--- src/rtl/sram_array.sv ---
// Single-port synchronous SRAM that clears itself, one word per cycle, after reset before it accepts requests.
// Optional feature: define SRAM_ARRAY_PARITY_EN to store an even-parity bit per word and add the err_inj/perr ports.
module sram_array #(
  parameter int DATA_W = 8,
  parameter int ADDR_W = 3
) (
  input  logic              clk,
  input  logic              rst_n,
  input  logic              req,
  input  logic              rw,
  input  logic [ADDR_W-1:0] addr,
  input  logic [DATA_W-1:0] wdata,
`ifdef SRAM_ARRAY_PARITY_EN
  input  logic              err_inj,
  output logic              perr,
`endif
  output logic              rdy,
  output logic [DATA_W-1:0] rdata,
  output logic              rvalid
);

  localparam int DEPTH = 2 ** ADDR_W;
`ifdef SRAM_ARRAY_PARITY_EN
  localparam int WORD_W = DATA_W + 1;
`else
  localparam int WORD_W = DATA_W;
`endif

  typedef enum logic {
    INIT  = 1'b0,
    READY = 1'b1
  } state_t;

  state_t              state_reg, state_next;
  logic [ADDR_W-1:0]   init_cnt_reg, init_cnt_next;
  logic                rvalid_reg, rvalid_next;
  logic                rd_loaded_reg, rd_loaded_next;
  logic [WORD_W-1:0]   rd_word_reg;

  logic                mem_we;
  logic                mem_re;
  logic [ADDR_W-1:0]   mem_waddr;
  logic [WORD_W-1:0]   mem_wword;
  logic [WORD_W-1:0]   wr_word;

  logic [WORD_W-1:0]   mem [DEPTH];

  // Even parity: the stored word (data plus parity bit) XORs to zero when intact.
`ifdef SRAM_ARRAY_PARITY_EN
  assign wr_word = {(^wdata) ^ err_inj, wdata};
`else
  assign wr_word = wdata;
`endif

  always_comb begin
    state_next    = state_reg;
    init_cnt_next = init_cnt_reg;
    mem_we        = 1'b0;
    mem_re        = 1'b0;
    mem_waddr     = addr;
    mem_wword     = wr_word;
    case (state_reg)
      INIT: begin
        mem_we        = 1'b1;
        mem_waddr     = init_cnt_reg;
        mem_wword     = '0;
        init_cnt_next = init_cnt_reg + 1'b1;
        // DEPTH is a power of two, so the last word is the all-ones address.
        if (&init_cnt_reg) begin
          state_next = READY;
        end
      end
      READY: begin
        if (req) begin
          if (rw) begin
            mem_we = 1'b1;
          end else begin
            mem_re = 1'b1;
          end
        end
      end
      default: begin
        state_next = INIT;
      end
    endcase
  end

  assign rvalid_next    = mem_re;
  assign rd_loaded_next = rd_loaded_reg | mem_re;

  always_ff @(posedge clk or negedge rst_n) begin
    if (!rst_n) begin
      state_reg     <= INIT;
      init_cnt_reg  <= '0;
      rvalid_reg    <= 1'b0;
      rd_loaded_reg <= 1'b0;
    end else begin
      state_reg     <= state_next;
      init_cnt_reg  <= init_cnt_next;
      rvalid_reg    <= rvalid_next;
      rd_loaded_reg <= rd_loaded_next;
    end
  end

  // Storage and its read register carry no reset so the array maps onto block RAM.
  always_ff @(posedge clk) begin
    if (mem_we) begin
      mem[mem_waddr] <= mem_wword;
    end
    if (mem_re) begin
      rd_word_reg <= mem[addr];
    end
  end

  assign rdy    = (state_reg == READY);
  assign rvalid = rvalid_reg;
  // Until the first read after reset the unreset RAM register is masked to zero.
  assign rdata  = rd_loaded_reg ? rd_word_reg[DATA_W-1:0] : '0;

`ifdef SRAM_ARRAY_PARITY_EN
  assign perr = rvalid_reg & (^rd_word_reg);
`endif

endmodule

--- config.mk ---
export PLATFORM = sky130hd
export DESIGN_NAME = sram_array
export DESIGN_NICKNAME = d
export VERILOG_FILES = /design/src/rtl/sram_array.sv
export SDC_FILE = /design/constraint.sdc
export NUM_CORES = 1
export LEC_CHECK = 0
export BUFFER_PORTS_ARGS = -buffer_cell sky130_fd_sc_hd__buf_2
export CAP_MARGIN = 25
export CORE_ASPECT_RATIO = 1.2
export CORE_MARGIN = 5
export CORE_UTILIZATION = 45
export DETAILED_ROUTE_END_ITERATION = 12
export SYNTH_ARGS = -nofsm -noshare
export SYNTH_HDL_FRONTEND = slang
export SYNTH_SLANG_ARGS = --single-unit
--- constraint.sdc ---
create_clock -name clk -period 4 [get_ports clk]
set_input_delay 0.2 -clock clk [delete_from_list [all_inputs] [get_ports clk]]
set_output_delay 0.2 -clock clk [all_outputs]
set_load 0.005 [all_outputs]
Word level (Yosys, flattened, before mapping)

Memory sizes are Yosys's and may differ from the RTL's. A register that Yosys moved wholly into a read port is not among the register bits.
Cells that the tools add are included.

Output and inout port bits: 10
Bits in registers: 6
Latch bits: 0
Bits in read-only memories: 0
Bits of input ports: 15
Logic and storage cells: 22
Memories: 1
RAM bits: 64

Reductions and logical operators: 1
Muxes and demuxes: 13
Div/mod/pow operators: 0
Multipliers: 0
Bitwise operators: 2
$add $sub $neg: 1
Equality and inequality tests: 0
Magnitude comparators: 0
Shift-type cells: 0

Memories:

| memory | words | width | rd ports | clocked after memory_dff | write ports | line | source |
|---|---|---|---|---|---|---|---|
| mem    | 8     | 8     | 1        | 1                        | 1           | 46   | `logic [WORD_W-1:0] mem [DEPTH];` |

Operators by type and width:

| kind                                                          | number |
|---|---|
| 8-bit 2-to-1 mux                                              | 2 |
| 1-bit 2-to-1 mux                                              | 9 |
| 3-bit by 1-bit adder with 3-bit output, second input constant | 1 |
| 3-bit 2-to-1 mux                                              | 1 |
| 3-bit AND reduction                                           | 1 |
| 1-bit case mux with 2 select lines                            | 1 |
| 1-bit NOT                                                     | 1 |
| 1-bit bitwise OR                                              | 1 |

Logic depth before layout (Yosys ltp)

Gate-level depths: netlist of the first run.

Depth in word-level cells: 5
Mapped depth: 4
Mapped depth without buffers: 3

Worst setup path before layout of the first run

Ideal clock, no wire load.

Kind: reg-to-reg
From: register state_reg (netlist: rdy)
To: memory mem[4][0] (netlist bit), enable pin
Setup time: 0.388 ns
Required time: 3.612 ns
Data arrival time: 1.775 ns
Path buffers: 1
Cell stages (with the launch flop): 4
Period minus slack after synthesis: 2.163 ns
Setup slack: 1.837 ns
Cell sequence: dfrtp_1 -> buf_2 -> or3b_2 -> a221oi_1

Longest elaborated chain between the ends: 4
Elaborated cells between the ends (all ways): 5
Classes of those cells: 4 x mux; 1 x bitwise

RTL lines:

| item                                   | line | source |
|---|---|---|
| from (decl)                            | 34   | `state_t state_reg, state_next;` |
| from (signal assigned)                 | 98   | `state_reg <= state_next;` |
| 1-bit NOT                              | -    |  |
| 1-bit case mux with 2 select lines     | 62   | `case (state_reg)` |
| 1-bit 2-to-1 mux                       | 107  | `if (mem_we) begin` |
| 1-bit 2-to-1 mux (implied by the code) | 108  | `mem[mem_waddr] <= mem_wword;` |
| to (decl)                              | 46   |  |

Parallel ways exist; a longest one is shown, timed or not.

Final worst setup path of the first run

From: register state_reg (netlist: rdy)
To: memory mem[6][6] (netlist bit), enable pin

Same word-level chain as after synthesis.

==> flow_summary.rst, run 1 <==
.. list-table::
   :header-rows: 1

   * - Metric
     - Value
   * - Sequential-to-total area share from yosys stat
     - 72.02%
   * - Post-Place Cell Area
     - 3403 um^2
   * - CTS tree
     - built
   * - H-tree depth
     - 3
   * - Sequence of cells on the critical path
     - nand3_1, a221oi_1
   * - Number of buffers added by the clock tree synthesis step
     - 9
   * - Multiplexer share of the synthesized area
     - 16.60%
   * - Wire length of the first global-routing pass
     - 9266 um
   * - Final count of pins violating max slew
     - 0
   * - Final number of hold-violating endpoints
     - 0
   * - Xor and xnor area share after synthesis
     - 0.2728%
   * - Max FFs per register
     - 64
   * - Number of global-route vias before repair
     - 1665
   * - Routed len/inst
     - 20.92 um
   * - IR drop worst, VDD
     - 0.2261 mV
   * - Clock Root Buffer
     - clkbuf_8
   * - Total inserted antenna cells
     - 0
   * - Die X
     - 87.11 um
   * - Cells resized by post-CTS repair
     - 0
   * - Count of maximum capacitance violations
     - 0
   * - Warnings, synthesis
     - 0
   * - Adder and majority gate portion of the synthesized area
     - 0.7794%
   * - Final period utilization
     - 61.42%
   * - Total of flip-flops plus latches after synthesis
     - 78
   * - Slowest cell on the critical path
     - a221oi_1
   * - Total buffers and inverters traversed by the critical path
     - 0
   * - Final clock skew
     - 0.005640 ns
   * - Critical Path AT
     - 2.41 ns
   * - Startpoint types
     - flip-flop
   * - Number of routed nets with antenna violations
     - 0
   * - Number of distinct library cells after synthesis
     - 26
   * - Top Ports
     - 25
   * - Number of fill cells in the layout
     - 563
   * - Mean cell area of the mapped netlist
     - 20.71 um^2
   * - Endpoint kind of the worst setup timing path
     - flip-flop
   * - Synth Cell Area
     - 3211 um^2
   * - Routed vias/inst
     - 5.590
   * - Reg2Reg Launch Point
     - rdy$_DFF_PN0_
   * - Highest cell delay on the worst timing path
     - 1.00 ns
   * - Post-synthesis cell count
     - 155
   * - Number of design-rule violations left by the first detailed-router iteration
     - 180
   * - Input/output buffers
     - 24
   * - Later-pin clock latency in the skew report
     - 0.34 ns
   * - Cell leakage power
     - 1.252 nW
   * - Fmax
     - 407.1 MHz
   * - Routability cong.
     - 0.8377
   * - Minimum clock period
     - 2.457 ns
   * - Final std cell area, no fill
     - 3602 um^2
   * - Detailed-placement wirelength estimate
     - 3991 um
   * - Hold slack final
     - 0.1132 ns
   * - Total Routed Length
     - 5816 um
   * - Path class of the lowest-slack min-delay path
     - input pin to flip-flop
   * - Number of placement rows
     - 33
   * - Maximum fanout count along the critical path
     - 29
   * - Fin nets
     - 203
   * - Number of vias after detailed routing
     - 1554
   * - Initial cell density of the core
     - 46.56%
   * - Worst r2r dst
     - mem[6][6]$_DFFE_PP_
   * - DR pass1 iterations
     - 4
   * - Number of nets in the synthesized netlist
     - 172
   * - Origin of the worst min-delay path
     - rw
   * - Die Ht
     - 102.5 um
   * - Clock transition at the registers of the reported paths
     - 0.07 ns
   * - Simple-gate portion of the synthesized area
     - 6.235%
   * - Power density over cell area
     - 424.8 nW/um^2
   * - GRT Residual Overflow
     - 0
   * - Largest net degree at the start of global routing
     - 30
   * - Setup slack of the most critical reg-to-reg path
     - 1.54 ns
   * - Kind of cell adding the most delay to the critical path
     - compound AO/OA/AOI/OAI gates
   * - Fraction of final layout cells with drive strength greater than 1
     - 34.03%
   * - Number of clock sinks
     - 78
   * - Normalized max-slew margin
     - 22.22%
   * - End-of-flow core utilization
     - 52.24%
   * - Final count of negative-setup-slack endpoints
     - 0
   * - Sum of negative setup slack
     - 0 ns
   * - Antenna violations before repair
     - 0
   * - P&R area growth vs syn
     - 12.20%
   * - DR DRC count
     - 0
   * - CTS Buffer Depth
     - 2
   * - Number of cells traversed by the worst register-to-register path
     - 2
   * - Worst Tran Pin Value
     - 1.167 ns
   * - Instance count along the most critical hold path
     - 2
   * - Setup repair after global routing missed its margin
     - false
   * - Endpoint of the worst hold path
     - rd_loaded_reg$_DFF_PN0_
   * - Outcome
     - complete, no violations
   * - Area fraction in compound gates after synthesis
     - 2.260%
   * - Critical setup path kind
     - flip-flop to flip-flop
   * - DIE AREA
     - 8931 um^2
   * - Required time at the worst-slack endpoint
     - 3.95 ns
   * - Combinational family with the most area after synthesis
     - multiplexers
   * - Standard cell core area
     - 6895 um^2
   * - Global-route usage over all layers
     - 14.57%
## how the worst max path moves through the flow
stage	cells after the start	from	slack, ns	to
5_1_grt	2	rdy$_DFF_PN0_	1.30	mem[1][7]$_DFFE_PP_
3_3_place_gp	2	rdy$_DFF_PN0_	1.69	mem[5][5]$_DFFE_PP_
4_1_cts	2	rdy$_DFF_PN0_	1.47	mem[1][5]$_DFFE_PP_
2_1_floorplan	3	rdy$_DFF_PN0_	1.84	mem[4][0]$_DFFE_PP_
3_5_place_dp	2	rdy$_DFF_PN0_	1.48	mem[1][5]$_DFFE_PP_
6_report	2	rdy$_DFF_PN0_	1.54	mem[6][6]$_DFFE_PP_
## layer usage
layer  up-vias  track usage [%]  routed length, um
met2        51            24.25               3070
met5         -                0                  0
met4         0            4.368                 46
met3         5            4.876                363
met1       802            18.20               2334
li1        696                -                  -
## synthesized netlist by cell type
cell type	instances	area (um^2)
buf_6	1	11.26
dfrtp_1	6	150.1
nand2_1	1	3.750
a22oi_1	4	30.03
a221oi_1	4	35.03
edfxtp_1	72	2162
ha_1	2	25.02
mux2_2	2	22.52
or3b_2	3	26.28
nor2_1	1	3.750
clkbuf_1	2	7.510
mux4_1	8	210.2
or2_2	1	6.260
nand2b_1	1	6.260
nor2b_1	1	6.260
mux4_2	8	180.2
xnor2_1	1	8.760
or3_1	1	6.260
o21bai_1	1	7.510
buf_12	1	20.02
nand3b_1	4	30.03
nand4_1	1	6.260
mux2_4	8	120.1
and2_1	16	100.1
buf_2	4	20.02
nand3_1	1	5.000
## where the power goes
| part | switching (W) | internal, W | total [W] |
|---|---|---|---|
| clock network | 0.000268 | 0.000283 | 0.000552 |
| registers | 0.00000127 | 0.000899 | 0.000900 |
| logic | 0.0000412 | 0.0000368 | 0.0000780 |
## placed cells by master (no fill, tap or decap), types with 4 or more instances in the layout
| cell type | synthesis | routed |
|---|---|---|
| mux2_4 | 8 | 8 |
| clkbuf_8 | 0 | 9 |
| clkinv_2 | 0 | 4 |
| mux4_1 | 8 | 8 |
| buf_2 | 4 | 24 |
| a22oi_1 | 4 | 4 |
| mux4_2 | 8 | 8 |
| a221oi_1 | 4 | 4 |
| nand3b_1 | 4 | 4 |
| edfxtp_1 | 72 | 72 |
| dfrtp_1 | 6 | 6 |
| and2_1 | 16 | 16 |
## what timing repair did
| item | in CTS | in global routing |
|---|---|---|
| buffers inserted | 0 | 0 |
| endpoints found under the hold margin | 6 | 0 |
| hold buffers | 1 | 0 |
## area by class of cell
type                       instances  area (um^2)  share of cell area [%]
clock buffer                       9        123.9                   3.439
clock inverter                     7        65.06                   1.806
tap                               87        108.9                   3.022
timing repair buffer              28        152.6                   4.238
multi-input combinational         69        839.6                   23.31
sequential                        78         2312                   64.19
## through the flow
stage                     power (W)  cells  setup slack, ns
after floorplan           0.0009728    155            1.837
after global placement    0.0009949    261            1.687
after detailed placement  0.0009971    261            1.483
after CTS                  0.001547    278            1.466
after global routing       0.001597    278            1.297
final                      0.001530    278            1.543
## cells by family after synthesis
group           Yosys count
compound gates            9
xor+xnor                  1
fa+ha+maj                 2
buf+inv                   8
flops                    78
mux                      26
simple gates             31
Power figures use the tool's default switching activity.
==> run 2, diff against run 1 <==
--- a/config.mk
+++ b/config.mk
@@ -5,6 +5,7 @@
 export SDC_FILE = /design/constraint.sdc
 export NUM_CORES = 1
 export LEC_CHECK = 0
+export ABC_AREA = 1
 export BUFFER_PORTS_ARGS = -buffer_cell sky130_fd_sc_hd__buf_2
 export CAP_MARGIN = 25
 export CORE_ASPECT_RATIO = 1.2
==> constraint.sdc (replaced) <==
create_clock -name clk -period 2.1 [get_ports clk]
set_input_delay 0.105 -clock clk [delete_from_list [all_inputs] [get_ports clk]]
set_output_delay 0.105 -clock clk [all_outputs]
set_load 0.005 [all_outputs]
==> run 2 against run 1 <==
Against the previous run: sequential power increased by 91%; worst hold slack got worse by 0.011 ns; clock-buffer cell count increased by 2; setup slack got worse by 1.1 ns; utilization decreased by 1.0 points; register-to-register slack got worse by 1.1 ns.
==> flow_summary.rst, run 2 <==
.. list-table::
   :header-rows: 1

   * - Metric
     - Value
   * - Outcome
     - complete, no violations
   * - Number of cells in the finished layout apart from fillers
     - 493
   * - Final period utilization
     - 76.60%
   * - Number of design-rule violations left by the first detailed-router iteration
     - 131
   * - Final count of pins violating max slew
     - 0
   * - Post-Place Cell Area
     - 3757 um^2
   * - Largest net degree at the start of global routing
     - 34
   * - Clock transition at the registers of the reported paths
     - 0.08 ns
   * - Number of synthesized flops with an enable pin
     - 72
   * - Routability cong.
     - 0.8106
   * - Warnings, synthesis
     - 0
   * - Most frequent cells in the layout
     - 130 x nand2_1, 85 x inv_1, 72 x edfxtp_1
   * - Number of buffers added by the clock tree synthesis step
     - 9
   * - Required time at the worst-slack endpoint
     - 2.16 ns
   * - Normalized max-slew margin
     - 67.03%
   * - Input/output buffers
     - 24
   * - Die X
     - 91.12 um
   * - Placed cell count
     - 476
   * - Minimum clock period
     - 1.609 ns
   * - Wire length of the first global-routing pass
     - 11670 um
   * - Number of clock sinks
     - 78
   * - Fraction of final layout cells with drive strength greater than 1
     - 14.21%
   * - Antenna violations before repair
     - 0
   * - Max FFs per register
     - 64
   * - Die Ht
     - 107.3 um
   * - Total of flip-flops plus latches after synthesis
     - 78
   * - Number of routed nets with antenna violations
     - 0
   * - Final clock skew
     - 0.007956 ns
   * - Later-pin clock latency in the skew report
     - 0.35 ns
   * - Total Routed Length
     - 7032 um
   * - Routed vias/inst
     - 4.633
   * - Synth Cell Area
     - 3553 um^2
   * - Register Area
     - 2312 um^2
   * - Most frequent cell after synthesis
     - nand2_1
   * - IR drop worst, VDD
     - 0.3792 mV
   * - Sum of negative setup slack
     - 0 ns
   * - Number of placement rows
     - 35
   * - Post-synthesis cell count
     - 362
   * - GRT Residual Overflow
     - 0
   * - DR DRC count
     - 0
   * - H-tree depth
     - 3
   * - Critical setup path kind
     - flip-flop to flip-flop
   * - Number of nets in the synthesized netlist
     - 379
   * - Final count of negative-setup-slack endpoints
     - 0
   * - DIE AREA
     - 9781 um^2
   * - Number of distinct library cells after synthesis
     - 18
   * - Clock Root Buffer
     - clkbuf_8
   * - Multi-input gate area in the final layout
     - 782.0 um^2
   * - Standard cell core area
     - 7707 um^2
   * - Leading register cell type out of synthesis
     - edfxtp_1
   * - Fmax
     - 621.7 MHz
   * - Detailed-placement wirelength estimate
     - 4968 um
   * - Path class of the lowest-slack min-delay path
     - input pin to asynchronous set/reset pin
   * - Async S/R FF share, synth
     - 7.692%
   * - Endpoint kind of the worst setup timing path
     - flip-flop
   * - Area share of the leading cell type in the synthesized netlist
     - 60.85%
   * - Cell leakage power
     - 1.938 nW
   * - P&R area growth vs syn
     - 11.13%
   * - Most frequent standard cell in the layout excluding fill and tap cells
     - nand2_1
   * - Count of maximum capacitance violations
     - 0
   * - Maximum fanout count along the critical path
     - 14
   * - DR pass1 iterations
     - 4
   * - Sequential-to-total area share from yosys stat
     - 65.07%
   * - Met3 Use GR
     - 4.126%
   * - Routed len/inst
     - 14.26 um
   * - Total inserted antenna cells
     - 0
   * - Most area-hungry cell type in the Yosys netlist
     - edfxtp_1
   * - Synth area leaders
     - edfxtp_1 61%, nand2_1 14%, inv_1 9.0%
   * - Worst Tran Pin Value
     - 0.4945 ns
   * - CTS tree
     - built
   * - Busiest layer in global routing
     - met2
   * - Global-route usage over all layers
     - 15.69%
   * - CTS Buffer Depth
     - 2
   * - Hold slack final
     - 0.1018 ns
   * - Mean cell area of the mapped netlist
     - 9.816 um^2
   * - Startpoint types
     - flip-flop
   * - Number of global-route vias before repair
     - 2325
   * - Power density over cell area
     - 754.6 nW/um^2
   * - Final std cell area, no fill
     - 3949 um^2
   * - Number of fill cells in the layout
     - 720
   * - Critical Path AT
     - 1.67 ns
   * - Top Ports
     - 25
   * - Number of vias after detailed routing
     - 2284
   * - Setup repair after global routing missed its margin
     - false
   * - Met1 routing resource usage after global routing
     - 21.44%
   * - End-of-flow core utilization
     - 51.23%
   * - Initial cell density of the core
     - 46.10%
   * - Final number of hold-violating endpoints
     - 0
   * - List of most frequent post-synthesis cells
     - 130 x nand2_1, 85 x inv_1, 72 x edfxtp_1
   * - Global routing met2 resource utilization
     - 24.12%
   * - Fin nets
     - 413
   * - Number of buffers inserted to repair setup after CTS
     - 0
## run 2: cell count changes after synthesis, moves of 8 or more
| cell | delta |
|---|---|
| inv_1 | +85 |
| mux4_2 | -8 |
| nand2_1 | +129 |
| nor2_1 | +8 |
| nand3_1 | +31 |
| and2_1 | -16 |
| mux4_1 | -8 |
| mux2_4 | -8 |
## run 2: metrics by stage
| step | setup WS [ns] | total power [W] |
|---|---|---|
| 2_1_floorplan | 0.5379 | 0.001887 |
| 3_3_place_gp | 0.5544 | 0.001950 |
| 3_5_place_dp | 0.5062 | 0.001953 |
| 4_1_cts | 0.4824 | 0.003010 |
| 5_1_grt | 0.3664 | 0.003111 |
| 6_report | 0.4914 | 0.002980 |
## run 2: repair_timing
action | 4_1_cts | 5_1_grt
gates resized for setup | 0 | 0
hold buffers | 1 | 0
hold endpoints to repair | 6 | 0
## run 2: layout make-up
cell class,instances,share of cell area (%)
flip-flops and latches,78,58.56
multi-input cells,182,19.80
inverters,88,8.555
repair buffers,37,5.577
clock buffers,11,3.327
well taps,92,2.915
clock inverters,5,1.267
## run 2: where the power goes
group          switching, W  total [W]  leakage (nW)  internal, W
sequential       0.00000320    0.00172         0.726      0.00172
clock              0.000523    0.00106        0.0884     0.000540
combinational      0.000136   0.000197          1.12    0.0000614
## run 2: worst paths after layout
kind / start / to / slack (ns) / cells past startpoint
max in group asynchronous: rst_n / init_cnt_reg[1]$_DFFE_PN0N_ / 1.85 / 2
worst max-delay path: rdy$_DFF_PN0_ / mem[4][6]$_DFFE_PP_ / 0.49 / 5
worst min-delay path: rst_n / init_cnt_reg[0]$_DFFE_PN0N_ / 0.10 / 2
min in group clk: rw / rvalid$_DFF_PN0_ / 0.17 / 5
worst min register to register: init_cnt_reg[0]$_DFFE_PN0N_ / init_cnt_reg[0]$_DFFE_PN0N_ / 0.57 / 1
worst max register to register: rdy$_DFF_PN0_ / mem[4][6]$_DFFE_PP_ / 0.49 / 5
## run 2: logic make-up after synthesis
logic type	synth area share [%]
XOR/XNOR	0.2465
buffers and inverters	12.92
flip-flops	65.07
multiplexers	0.6338
adder cells (fa/ha/maj)	0.7041
AND/OR/NAND/NOR	19.54
AO/OA/AOI/OAI	0.8803
## run 2: worst max-delay path, stage by stage (launching register included)
cell	delay [ns]
dfrtp_1	0.65
nand2_1	0.12
o21ai_2	0.08
nand2_1	0.13
nor2_1	0.14
buf_4	0.18
## run 2: routing by layer
layer	up-vias	part of all wire [%]
met5	-	0
met4	0	1.3
met3	6	5.7
met2	68	46
met1	1039	47
li1	1171	-
==> run 3, diff against run 2 <==
==> constraint.sdc (replaced) <==
create_clock -name clk -period 1.7 [get_ports clk]
set_input_delay 0.085 -clock clk [delete_from_list [all_inputs] [get_ports clk]]
set_output_delay 0.085 -clock clk [all_outputs]
set_load 0.005 [all_outputs]
==> run 3 against run 2 <==
Against the previous run: critical path depth fell by 1; non-clock buffer count grew 3; sequential share of layout area decreased by 0.056 points; largest cell class unchanged; utilization about the same; combinational power increased by 23%; clock power up 12%; sequential cell count unchanged; fmax grew 9.3%; largest power group unchanged.
==> flow_summary.rst, run 3 (synthesized netlist as in run 2, its figures left out) <==
.. list-table::
   :header-rows: 1

   * - Metric
     - Value
   * - Number of clock sinks
     - 78
   * - Clock Root Buffer
     - clkbuf_8
   * - Minimum clock period
     - 1.472 ns
   * - Reg2Reg Launch Point
     - rdy$_DFF_PN0_
   * - Initial cell density of the core
     - 46.10%
   * - Number of design-rule violations left by the first detailed-router iteration
     - 112
   * - Routed vias/inst
     - 4.567
   * - Power density over cell area
     - 899.2 nW/um^2
   * - CTS tree
     - built
   * - Setup slack of the most critical reg-to-reg path
     - 0.23 ns
   * - Critical Path AT
     - 1.52 ns
   * - Outcome
     - complete, no violations
   * - Total inserted antenna cells
     - 0
   * - Number of global-route vias before repair
     - 2216
   * - Number of buffers added by the clock tree synthesis step
     - 9
   * - Die Ht
     - 107.3 um
   * - Startpoint types
     - flip-flop
   * - Final count of pins violating max slew
     - 0
   * - Max FFs per register
     - 64
   * - Total Routed Length
     - 6873 um
   * - Met1 routing resource usage after global routing
     - 20.00%
   * - Maximum fanout count along the critical path
     - 9
   * - Required time at the worst-slack endpoint
     - 1.74 ns
   * - Global routing met2 resource utilization
     - 24.79%
   * - DR pass1 iterations
     - 4
   * - Post-Place Cell Area
     - 3780 um^2
   * - Post-placement setup slack
     - 0.2423 ns
   * - Worst r2r dst
     - mem[3][3]$_DFFE_PP_
   * - P&R area growth vs syn
     - 11.23%
   * - Fin nets
     - 416
   * - Normalized max-slew margin
     - 76.50%
   * - DIE AREA
     - 9781 um^2
   * - H-tree depth
     - 3
   * - Detailed-placement wirelength estimate
     - 4861 um
   * - Number of buffers inserted to repair setup after CTS
     - 0
   * - CTS Buffer Depth
     - 2
   * - Met3 Use GR
     - 3.636%
   * - Input/output buffers
     - 24
   * - Fraction of final layout cells with drive strength greater than 1
     - 14.85%
   * - Routed len/inst
     - 13.86 um
   * - Worst Tran Pin Value
     - 0.3521 ns
   * - Path class of the lowest-slack min-delay path
     - input pin to asynchronous set/reset pin
   * - Number of routed nets with antenna violations
     - 0
   * - Die X
     - 91.12 um
   * - Most frequent standard cell in the layout excluding fill and tap cells
     - nand2_1
   * - Routability cong.
     - 0.8462
   * - Later-pin clock latency in the skew report
     - 0.34 ns
   * - Number of placement rows
     - 35
   * - Global-route usage over all layers
     - 15.40%
   * - Number of vias after detailed routing
     - 2265
   * - Busiest layer in global routing
     - met2
   * - Largest net degree at the start of global routing
     - 33
   * - Final std cell area, no fill
     - 3953 um^2
   * - Number of cells in the finished layout apart from fillers
     - 496
   * - Critical setup path kind
     - flip-flop to flip-flop
   * - Most frequent cells in the layout
     - 130 x nand2_1, 85 x inv_1, 72 x edfxtp_1
   * - Clock transition at the registers of the reported paths
     - 0.07 ns
   * - GRT Residual Overflow
     - 0
   * - Endpoint kind of the worst setup timing path
     - flip-flop
   * - Number of cells traversed by the worst register-to-register path
     - 4
   * - Fmax
     - 679.4 MHz
   * - Final period utilization
     - 86.58%
   * - DR DRC count
     - 0
   * - Cell leakage power
     - 1.948 nW
   * - Standard cell core area
     - 7707 um^2
   * - Final count of negative-setup-slack endpoints
     - 0
   * - Count of maximum capacitance violations
     - 0
   * - Setup slack after layout
     - 0.2281 ns
   * - Placed cell count
     - 479
   * - Final clock skew
     - 0.01077 ns
   * - Antenna violations before repair
     - 0
   * - IR drop worst, VDD
     - 0.5129 mV
   * - Top Ports
     - 25
   * - Final number of hold-violating endpoints
     - 0
   * - Number of fill cells in the layout
     - 704
   * - Sum of negative setup slack
     - 0 ns
   * - Setup repair after global routing missed its margin
     - false
   * - End-of-flow core utilization
     - 51.28%
   * - Wire length of the first global-routing pass
     - 11310 um
## run 3: what timing repair did
action | 4_1_cts | 5_1_grt
endpoints found under the setup margin | 0 | 0
hold buffers | 1 | 0
resized for setup | 0 | 0
hold endpoints to repair | 6 | 0
## run 3: metrics by stage
step	hold WS (ns)	total power, W
5_1_grt	0.1044	0.003708
4_1_cts	0.07852	0.003586
3_3_place_gp	-0.08285	0.002410
2_1_floorplan	-0.2106	0.002331
3_5_place_dp	-0.08084	0.002414
6_report	0.09559	0.003554
## run 3: routing by layer
| layer | vias to the layer above | part of all wire [%] | wire length, um |
|---|---|---|---|
| met5 | - | 0 | 0 |
| met4 | 0 | 1.6 | 109 |
| met3 | 9 | 6.4 | 438 |
| met2 | 63 | 48 | 3276 |
| met1 | 1015 | 44 | 3049 |
| li1 | 1178 | - | - |
## run 3: critical path, stage by stage, from the launching register on
cell and delay [ns]:
dfrtp_1 0.50, o21ai_0 0.19, nand2_1 0.18, nor2_1 0.13
buf_4 0.17
## run 3: final cells by class
cell class / instances / area (um^2) / share of cell area [%]
Tap cell: 92 / 115.1 / 2.912
Clock inverter: 2 / 10.01 / 0.2532
Sequential cell: 78 / 2312 / 58.50
Inverter: 88 / 337.8 / 8.547
Multi-Input combinational cell: 182 / 782.0 / 19.78
Clock buffer: 14 / 152.6 / 3.862
Timing Repair Buffer: 40 / 242.7 / 6.141
## run 3: how the worst max path moves through the flow
stage | from | end
final | rdy$_DFF_PN0_ | mem[3][3]$_DFFE_PP_
after detailed placement | rdy$_DFF_PN0_ | mem[4][4]$_DFFE_PP_
after global placement | rdy$_DFF_PN0_ | mem[6][2]$_DFFE_PP_
after CTS | rdy$_DFF_PN0_ | mem[4][6]$_DFFE_PP_
after floorplan | rdy$_DFF_PN0_ | mem[3][0]$_DFFE_PP_
after global routing | rdy$_DFF_PN0_ | mem[3][3]$_DFFE_PP_
## run 3: power by group
part | switching (W) | internal (W) | leakage [nW]
clock | 0.000619 | 0.000569 | 0.0844
sequential | 0.00000351 | 0.00212 | 0.726
combinational | 0.000165 | 0.0000788 | 1.14
total | 0.000787 | 0.00277 | 1.95
